<file path="config.mk">
export PLATFORM = sky130hd
export DESIGN_NAME = seq_word_ctrl
export DESIGN_NICKNAME = d
export VERILOG_FILES = /design/src/rtl/seq_word_ctrl.sv
export SDC_FILE = /design/constraint.sdc
export NUM_CORES = 1
export LEC_CHECK = 0
export CORE_MARGIN = 1
export CORE_UTILIZATION = 42
export CTS_CLUSTER_SIZE = 30
export DETAILED_ROUTE_END_ITERATION = 8
export GPL_ROUTABILITY_DRIVEN = 0
export GPL_TIMING_DRIVEN = 0
export PLACE_DENSITY = 0.8
export SYNTH_ARGS = -nofsm -noshare
export SYNTH_HDL_FRONTEND = slang
export SYNTH_SLANG_ARGS = --single-unit
export TNS_END_PERCENT = 100
</file>
<file path="constraint.sdc">
create_clock -name clk -period 1.15 [get_ports clk]
set_input_delay 0.1725 -clock clk [delete_from_list [all_inputs] [get_ports clk]]
set_output_delay 0.1725 -clock clk [all_outputs]
set_load 0.01 [all_outputs]
</file>
<file path="src/rtl/seq_word_ctrl.sv">
// Word-level sequencer for a bit-serial Mealy detector: loads a word, shifts it MSB-first into
// the detector, counts hit cycles and returns the result. Optional SEQ_WORD_CTRL_FIRST_POS_EN adds res_first.
module seq_word_ctrl #(
  parameter int WIDTH = 8,
  parameter int CNT_W = $clog2(WIDTH + 1)
) (
  input  logic             clk,
  input  logic             rst,
  input  logic             in_valid,
  output logic             in_ready,
  input  logic [WIDTH-1:0] in_data,
  output logic             res_valid,
  input  logic             res_ready,
  output logic [CNT_W-1:0] res_count,
  output logic             res_any,
`ifdef SEQ_WORD_CTRL_FIRST_POS_EN
  output logic [CNT_W-1:0] res_first,
`endif
  output logic             det_rst,
  output logic             det_data,
  input  logic             det_out
);

  typedef enum logic [1:0] {
    IDLE  = 2'd0,
    SHIFT = 2'd1,
    DONE  = 2'd2
  } state_t;

  state_t           state_r;
  state_t           state_s;
  logic [WIDTH-1:0] shreg_r;
  logic [CNT_W-1:0] bitcnt_r;
  logic [CNT_W-1:0] count_r;
  logic             accept_s;
  logic             last_bit_s;

  assign accept_s   = in_valid & in_ready;
  assign last_bit_s = (bitcnt_r == CNT_W'(WIDTH - 1));

  // State register
  always_ff @(posedge clk) begin
    if (rst) begin
      state_r <= IDLE;
    end else begin
      state_r <= state_s;
    end
  end

  // Next-state decode
  always_comb begin
    state_s = state_r;
    case (state_r)
      IDLE: begin
        if (accept_s) state_s = SHIFT;
        else          state_s = IDLE;
      end
      SHIFT: begin
        if (last_bit_s) state_s = DONE;
        else            state_s = SHIFT;
      end
      DONE: begin
        if (res_ready) state_s = IDLE;
        else           state_s = DONE;
      end
      default: state_s = IDLE;
    endcase
  end

  // Output decode from registered state; detector is held in reset outside SHIFT
  always_comb begin
    in_ready  = 1'b0;
    res_valid = 1'b0;
    det_rst   = 1'b1;
    det_data  = 1'b0;
    case (state_r)
      IDLE: begin
        in_ready = 1'b1;
      end
      SHIFT: begin
        det_rst  = 1'b0;
        det_data = shreg_r[WIDTH-1];
      end
      DONE: begin
        res_valid = 1'b1;
      end
      default: begin
        in_ready  = 1'b0;
        res_valid = 1'b0;
      end
    endcase
  end

  // Shift register, bit counter and hit counter
  always_ff @(posedge clk) begin
    if (rst) begin
      shreg_r  <= {WIDTH{1'b0}};
      bitcnt_r <= {CNT_W{1'b0}};
      count_r  <= {CNT_W{1'b0}};
    end else if (state_r == IDLE && accept_s) begin
      shreg_r  <= in_data;
      bitcnt_r <= {CNT_W{1'b0}};
      count_r  <= {CNT_W{1'b0}};
    end else if (state_r == SHIFT) begin
      shreg_r  <= {shreg_r[WIDTH-2:0], 1'b0};
      bitcnt_r <= bitcnt_r + CNT_W'(1);
      if (det_out) count_r <= count_r + CNT_W'(1);
    end
  end

  assign res_count = count_r;
  assign res_any   = (count_r != {CNT_W{1'b0}});

`ifdef SEQ_WORD_CTRL_FIRST_POS_EN
  logic [CNT_W-1:0] first_r;

  // First-hit index; WIDTH doubles as the "no hit yet" marker since bitcnt never reaches it in SHIFT
  always_ff @(posedge clk) begin
    if (rst) begin
      first_r <= CNT_W'(WIDTH);
    end else if (state_r == IDLE && accept_s) begin
      first_r <= CNT_W'(WIDTH);
    end else if (state_r == SHIFT && det_out && first_r == CNT_W'(WIDTH)) begin
      first_r <= bitcnt_r;
    end
  end

  assign res_first = first_r;
`endif

endmodule

</file>
==> impl_metrics.toml, run 1 <==
[die]
floorplan.die.width_microns = 47.0
initial_core_util_pct = 47.2
pin_count = 22
rows = 15
floorplan.die_area_sq_um = 2210
floorplan_core_area_sq_um = 1800
die_height_microns = 47.0

[synthesis]
synth_largest_area_cell = "sky130_fd_sc_hd__dfxtp_1"
async_s_r_ff_share_synth_pct = 0
synth-warning-count = 0
synth_sequential_area_ratio_pct = 42.4
synth_largest_type_area_fraction_pct = 42.4
net_count_after_synthesis = 112
ys_types = 29
synth_area_sq_um = 850
post_synth_main_area_contributors = "sky130_fd_sc_hd__dfxtp_1 (42%), sky130_fd_sc_hd__nor2_1 (6.2%), sky130_fd_sc_hd__a211oi_1 (5.3%)"
synth.ff_latch_count = 18
synth_enable_flop_cells = 0
ys.flop_type = "sky130_fd_sc_hd__dfxtp_1"
syn_area_per_cell_sq_um = 8.85
post_synth_inst_count = 96

[cts]
cts_buffers = 3
hold_buffer_count_at_cts = 0
clk_pin_slew_worst_paths_ns = 0.10
ctsLongestPathBuffers = 2
worst_skew_pair.late_latency_ns = 0.29
numClockSinks = 18
htreeDepth = 1
cts.root.buffer_cell = "sky130_fd_sc_hd__clkbuf_4"
cts_tree = "yes"

[sta]
finalHoldViolCount = 0
setup_ws_ns = -0.181
skew_ns = 0.00346
period_utilization_post_route_pct = 116
clock.fmax_ghz = 0.751
rsz0062_at_grt = "true"
timing.max_slew.rel_slack_pct = 80.0
final_max_slew_viol_count = 0
tightest_slew_ns = 0.297
finalSetupViolCount = 21
finalCriticalPeriod_ns = 1.33

[grt]
leftover_overflow_at_the_end_of_global_routing = 0
number_of_global_route_vias_before_repair = 789
gr-usage-all-layers_pct = 21.6
largest_net_degree_at_the_start_of_global_routing = 11
grt_antenna_before_repair = 0
first_pass_grt_wire_length_microns = 3300

[final_layout]
area.sequential_sq_um = 372
final_cell_area_sq_um = 1410
area_occupied_by_multi_input_gates_sq_um = 627
n_antenna_cell = 0
syn2layout_area_growth_pct = 66.4
layout-drive-gt1-share_pct = 53.4
finish.net_count = 149
fin_util_pct = 78.5
layout.filler_cells = 113

[power_and_ir_drop]
p_sw_share_pct = 29.1
seq_power_share_pct = 50.3
power.internal_mw = 0.980
power.switching_mw = 0.402
max-vdd-ir-drop_uv = 840
total_leakage_power_nw = 0.554
p_comb_share_pct = 27.4
p_clk_share_pct = 22.4
power.density_cell_area_nw_per_um2 = 978

[detailed_routing]
drt_iter0_markers = 15
drt.antenna.violating_nets = 0
detail_route.vias_per_cell = 5.58
wl_met3_microns = 94
routedWlPerCell_microns = 16.7
dr_total_vias = 871
firstDrtPassIters = 4
wirelength_microns = 2610
routed_length_on_met1_microns = 1050
top_layer_used = "met4"
met2_length_microns = 1380
drc = 0

[critical_path]
worstSetupPathType = "flop to output pin"
setup.worst_path.start_class = "flop"
worstRegToRegCells = 6
cpMostUsedCell = "sky130_fd_sc_hd__buf_6"
rr_endpoint = "shreg_r[7]$_SDFFE_PP0P_"
worst-path-buf-inv = 2
endpoint_kind = "output pin"
timing.critical_path.depth = 4
reg2reg_from = "state_r[0]$_SDFF_PP0_"
worstSetupStartpoint = "state_r[0]$_SDFF_PP0_"
cp_data_arrival_time_ns = 1.16
critical-path-top-delay-family = "flip-flops"
reg2reg_slack_ns = -0.15
crit_chain = "nor2b_4 > buf_6 > and2_4 > buf_6"
timing.critical_path.slowest_cell_delay_ns = 0.38
data_required_time_at_the_worst_endpoint_ns = 0.98
timing.critical_path.to = "det_data"
critical-path-slowest-cell = "sky130_fd_sc_hd__dfxtp_4"
worstPathMaxFanout = 4

[place]
port-buffer-count = 21
placed_cell_area_sq_um = 1110
place_ws_ns = -0.422
hpwl_microns = 1360

[run_status]
outcome = "finished, violations left"
failed_checks = "setup timing"

[flow_run]
number_of_max_cap_violations = 0

[min_path]
hold_path_class = "input port to flop"
## power groups by stage
stage,registers [mW],logic [mW],clock network [mW]
CTS,0.678,0.257,0.304
global placement,0.692,0.227,0
floorplan,0.688,0.143,0
finish,0.695,0.378,0.309
global route,0.699,0.401,0.346
detailed placement,0.694,0.234,0
## cells by family after synthesis
family,synth area share [%]
AND/OR/NAND/NOR,24.0
AO/OA/AOI/OAI,18.1
flip-flops,42.4
buffers and inverters,6.92
XOR/XNOR,4.12
adder cells (fa/ha/maj),4.42
## state kept, by name (all words and copies together) (netlist names)
signal     count
res_count      4
shreg_r        8
bitcnt_r       4
state_r        2
## per-layer routing
layer,up-vias,track usage [%]
met5,-,0
met4,0,10.3
met3,12,2.31
met2,36,41.7
met1,416,23.1
li1,407,-
## worst register-to-register path: cells and delay by family (launching register included)
kind / cells / cell delay (ns)
DFF: 1 / 0.37
and+or+nand+nor: 1 / 0.19
AOI/OAI and AO/OA: 2 / 0.25
buffers and inverters: 3 / 0.37
## how the worst min path moves through the flow
| stage | slack [ns] | cells past startpoint | endpoint | startpoint |
|---|---|---|---|---|
| after CTS | 0.47 | 3 | shreg_r[0]$_SDFFE_PP0P_ | in_data[0] |
| final | 0.30 | 3 | shreg_r[0]$_SDFFE_PP0P_ | in_valid |
| after global routing | 0.31 | 3 | shreg_r[0]$_SDFFE_PP0P_ | in_valid |
| after floorplan | 0.32 | 2 | shreg_r[0]$_SDFFE_PP0P_ | in_valid |
| after global placement | 0.47 | 2 | shreg_r[0]$_SDFFE_PP0P_ | shreg_r[0]$_SDFFE_PP0P_ |
| after detailed placement | 0.48 | 2 | bitcnt_r[1]$_SDFFE_PP0N_ | bitcnt_r[1]$_SDFFE_PP0N_ |
## cell usage in the layout, fill, tap and decap left out, drive strengths merged
master,instances
a211oi,6
a21oi,6
a2bb2oi,1
a311oi,1
and2,1
and2b,1
buf,19
clkbuf,5
clkdlybuf4s50,11
dfxtp,18
dlygate4sd2,3
dlymetal6s2s,1
ha,3
inv,6
nand2,7
nand2b,2
nand3,5
nand3b,3
nand4b,1
nor2,14
nor2b,1
o21ai,2
o21ba,1
o22ai,6
or3,2
or3b,1
xnor2,2
xor2,2
## stage by stage
step	hold WS, ns	total power [mW]	instances	setup TNS, ns
finish	0.301	1.38	156	-2.23
detailed placement	0.479	0.927	142	-6.38
floorplan	0.320	0.831	96	-0.135
CTS	0.471	1.24	153	-1.82
global placement	0.469	0.919	142	-5.83
global route	0.310	1.45	156	-2.85
## synthesized netlist by cell type (2+ instances only)
library cell	number
sky130_fd_sc_hd__nand3b_1	3
sky130_fd_sc_hd__o22ai_1	6
sky130_fd_sc_hd__xnor2_1	2
sky130_fd_sc_hd__nand3_1	5
sky130_fd_sc_hd__inv_1	5
sky130_fd_sc_hd__o21ai_0	2
sky130_fd_sc_hd__nand2b_1	2
sky130_fd_sc_hd__ha_1	3
sky130_fd_sc_hd__dfxtp_1	18
sky130_fd_sc_hd__buf_6	2
sky130_fd_sc_hd__a211oi_1	6
sky130_fd_sc_hd__nor2_1	14
sky130_fd_sc_hd__nand2_1	7
sky130_fd_sc_hd__xor2_1	2
sky130_fd_sc_hd__a21oi_1	5
## final cells by class
type,count,area share (%)
plain buffers,2,1.15
flip-flops and latches,18,26.3
well taps,25,2.21
clock buffers,3,1.59
inverters,6,2.12
repair buffers,34,22.3
multi-input cells,68,44.3
## repair_timing
item / 4_1_cts / 5_1_grt
pin swaps: 3 / 12
setup buffers: 9 / 4
endpoints found under the setup margin: 19 / 23
gates resized for setup: 39 / 49
endpoints found under the hold margin: 0 / 0
Note: power is estimated with default switching activity, not from simulation.
==> run 2, diff against run 1 <==
--- a/config.mk
+++ b/config.mk
@@ -5,13 +5,15 @@
 export SDC_FILE = /design/constraint.sdc
 export NUM_CORES = 1
 export LEC_CHECK = 0
+export CELL_PAD_IN_SITES_DETAIL_PLACEMENT = 0
+export CELL_PAD_IN_SITES_GLOBAL_PLACEMENT = 1
 export CORE_MARGIN = 1
-export CORE_UTILIZATION = 42
+export CORE_UTILIZATION = 37
 export CTS_CLUSTER_SIZE = 30
 export DETAILED_ROUTE_END_ITERATION = 8
 export GPL_ROUTABILITY_DRIVEN = 0
 export GPL_TIMING_DRIVEN = 0
-export PLACE_DENSITY = 0.8
+export PLACE_DENSITY = 0.88
 export SYNTH_ARGS = -nofsm -noshare
 export SYNTH_HDL_FRONTEND = slang
 export SYNTH_SLANG_ARGS = --single-unit
==> constraint.sdc (replaced) <==
create_clock -name clk -period 1.63 [get_ports clk]
set_input_delay 0.2445 -clock clk [delete_from_list [all_inputs] [get_ports clk]]
set_output_delay 0.2445 -clock clk [all_outputs]
set_load 0.01 [all_outputs]
==> impl_metrics.toml, run 2 (synthesis gave the netlist of run 1 again) <==
[critical_path]
rr_endpoint = "res_count[0]$_SDFFE_PP0P_"
worst-path-buf-inv = 4
critical-path-slowest-cell = "sky130_fd_sc_hd__dfxtp_2"
data_required_time_at_the_worst_endpoint_ns = 1.39
worstSetupPathType = "flop to output pin"
timing.critical_path.to = "det_rst"
cpMostUsedCell = "sky130_fd_sc_hd__buf_6"
timing.critical_path.depth = 5
worstSetupStartpoint = "state_r[0]$_SDFF_PP0_"
reg2reg_slack_ns = 0.26
reg2reg_from = "state_r[0]$_SDFF_PP0_"
setup.worst_path.start_class = "flop"
crit_chain = "buf_6 > nor2b_4 > buf_6 > inv_4 > dlygate4sd2_1"
critical-path-top-delay-family = "buffers and inverters"
worstRegToRegCells = 5
worstPathMaxFanout = 9
cp_data_arrival_time_ns = 1.34
endpoint_kind = "output pin"
timing.critical_path.slowest_cell_delay_ns = 0.33

[final_layout]
registers.top_by_ff_count = "shreg_r"
largest_reg_flops = 8
layout-drive-gt1-share_pct = 19.2
layout_commonest_cell = "sky130_fd_sc_hd__clkdlybuf4s50_1"
finish.net_count = 142
fin_util_pct = 56.0
syn2layout_area_growth_pct = 35.9
layout.filler_cells = 183
final_cell_mix = "sky130_fd_sc_hd__clkdlybuf4s50_1 (16), sky130_fd_sc_hd__nor2_1 (14), sky130_fd_sc_hd__dfxtp_1 (14), sky130_fd_sc_hd__nand2_1 (7)"
n_antenna_cell = 0
final_cell_area_sq_um = 1150

[sta]
whs_ns = 0.491
finalSetupTns_ns = 0
finalHoldViolCount = 0
timing.max_slew.rel_slack_pct = 68.3
skew_ns = 0.00551
final_max_slew_viol_count = 0
finalCriticalPeriod_ns = 1.58
period_utilization_post_route_pct = 97.1
clock.fmax_ghz = 0.632
finalSetupViolCount = 0
tightest_slew_ns = 0.475

[grt]
gr-usage-met1_pct = 18.8
largest_net_degree_at_the_start_of_global_routing = 11
gr-max-usage-layer = "met2"
leftover_overflow_at_the_end_of_global_routing = 0
number_of_global_route_vias_before_repair = 722
met2_usage_pct = 27.0
grt_use_met3_pct = 2.78
first_pass_grt_wire_length_microns = 3020
grt_antenna_before_repair = 0
gr-usage-all-layers_pct = 15.7

[cts]
worst_skew_pair.late_latency_ns = 0.29
hold_buffer_count_at_cts = 0
clk_pin_slew_worst_paths_ns = 0.11
cts.root.buffer_cell = "sky130_fd_sc_hd__clkbuf_4"
cts_buffers = 3
ctsLongestPathBuffers = 2
htreeDepth = 1
numClockSinks = 18
cts_tree = "yes"

[die]
floorplan.die.width_microns = 49.9
pin_count = 22
die_height_microns = 49.9
rows = 16
initial_core_util_pct = 41.2
floorplan_core_area_sq_um = 2060
floorplan.die_area_sq_um = 2490

[detailed_routing]
wirelength_microns = 1920
firstDrtPassIters = 4
drt_iter0_markers = 11
detail_route.vias_per_cell = 5.07
drt.antenna.violating_nets = 0
drc = 0
dr_total_vias = 770
routedWlPerCell_microns = 12.6

[power_and_ir_drop]
max-vdd-ir-drop_uv = 630
p_clk_share_pct = 30.4
seq_power_share_pct = 51.5
post_route_total_power_mw = 0.930
p_comb_share_pct = 18.1
power.internal_mw = 0.693
total_leakage_power_nw = 0.454
power.density_cell_area_nw_per_um2 = 805
power.switching_mw = 0.238
p_sw_share_pct = 25.5

[place]
hpwl_microns = 1320
placed_cell_area_sq_um = 1090
port-buffer-count = 21

[flow_run]
number_of_max_cap_violations = 0

[min_path]
hold_path_class = "flop to flop"

[run_status]
outcome = "complete, no violations"
## run 2: how the worst min path moves through the flow
stage	startpoint	end	slack (ns)	depth (start not counted)
2_1_floorplan	in_valid	shreg_r[0]$_SDFFE_PP0P_	0.39	2
3_5_place_dp	bitcnt_r[1]$_SDFFE_PP0N_	bitcnt_r[1]$_SDFFE_PP0N_	0.48	2
3_3_place_gp	bitcnt_r[1]$_SDFFE_PP0N_	bitcnt_r[1]$_SDFFE_PP0N_	0.46	2
6_report	res_count[1]$_SDFFE_PP0P_	res_count[1]$_SDFFE_PP0P_	0.49	2
4_1_cts	res_count[1]$_SDFFE_PP0P_	res_count[1]$_SDFFE_PP0P_	0.49	2
5_1_grt	bitcnt_r[1]$_SDFFE_PP0N_	bitcnt_r[1]$_SDFFE_PP0N_	0.52	2
## run 2: tightest hold or removal path: stages, from the launching register on
cell and delay (ns):
sky130_fd_sc_hd__dfxtp_2 0.36, sky130_fd_sc_hd__nand2_1 0.05, sky130_fd_sc_hd__a21oi_1 0.05
## run 2: layout make-up
type                    count  area (sq um)  area share [%]
multi-input cells          68           430            37.3
clock buffers               4          36.3            3.14
flip-flops and latches     18           365            31.6
well taps                  27          33.8            2.93
repair buffers             25           230            19.9
inverters                   6          25.0            2.17
plain buffers               4          33.8            2.93
## run 2: power groups by stage
| stage | registers, mW | logic, mW | clock network, mW |
|---|---|---|---|
| 2_1_floorplan | 0.485 | 0.0956 | 0 |
| 3_3_place_gp | 0.487 | 0.156 | 0 |
| 3_5_place_dp | 0.488 | 0.159 | 0 |
| 4_1_cts | 0.479 | 0.155 | 0.280 |
| 5_1_grt | 0.482 | 0.183 | 0.309 |
| 6_report | 0.479 | 0.168 | 0.283 |
## run 2: stage by stage
step | setup WS [ns] | cells
after global routing | -0.00147 | 152
after detailed placement | -0.0838 | 144
after global placement | -0.0718 | 144
after CTS | -0.0175 | 148
after floorplan | 0.359 | 96
final | 0.0467 | 152
## run 2: timing repair
item                       in CTS  in global routing
setup endpoints to repair       5                  2
setup buffers                   0                  4
cloned                          0                  0
resized for setup              10                  2
## run 2: layer usage
| layer | part of all wire [%] | vias to the layer above |
|---|---|---|
| met5 | 0 | - |
| met4 | 0.42 | 0 |
| met2 | 48 | 26 |
| met3 | 5.9 | 2 |
| met1 | 46 | 349 |
| li1 | - | 393 |
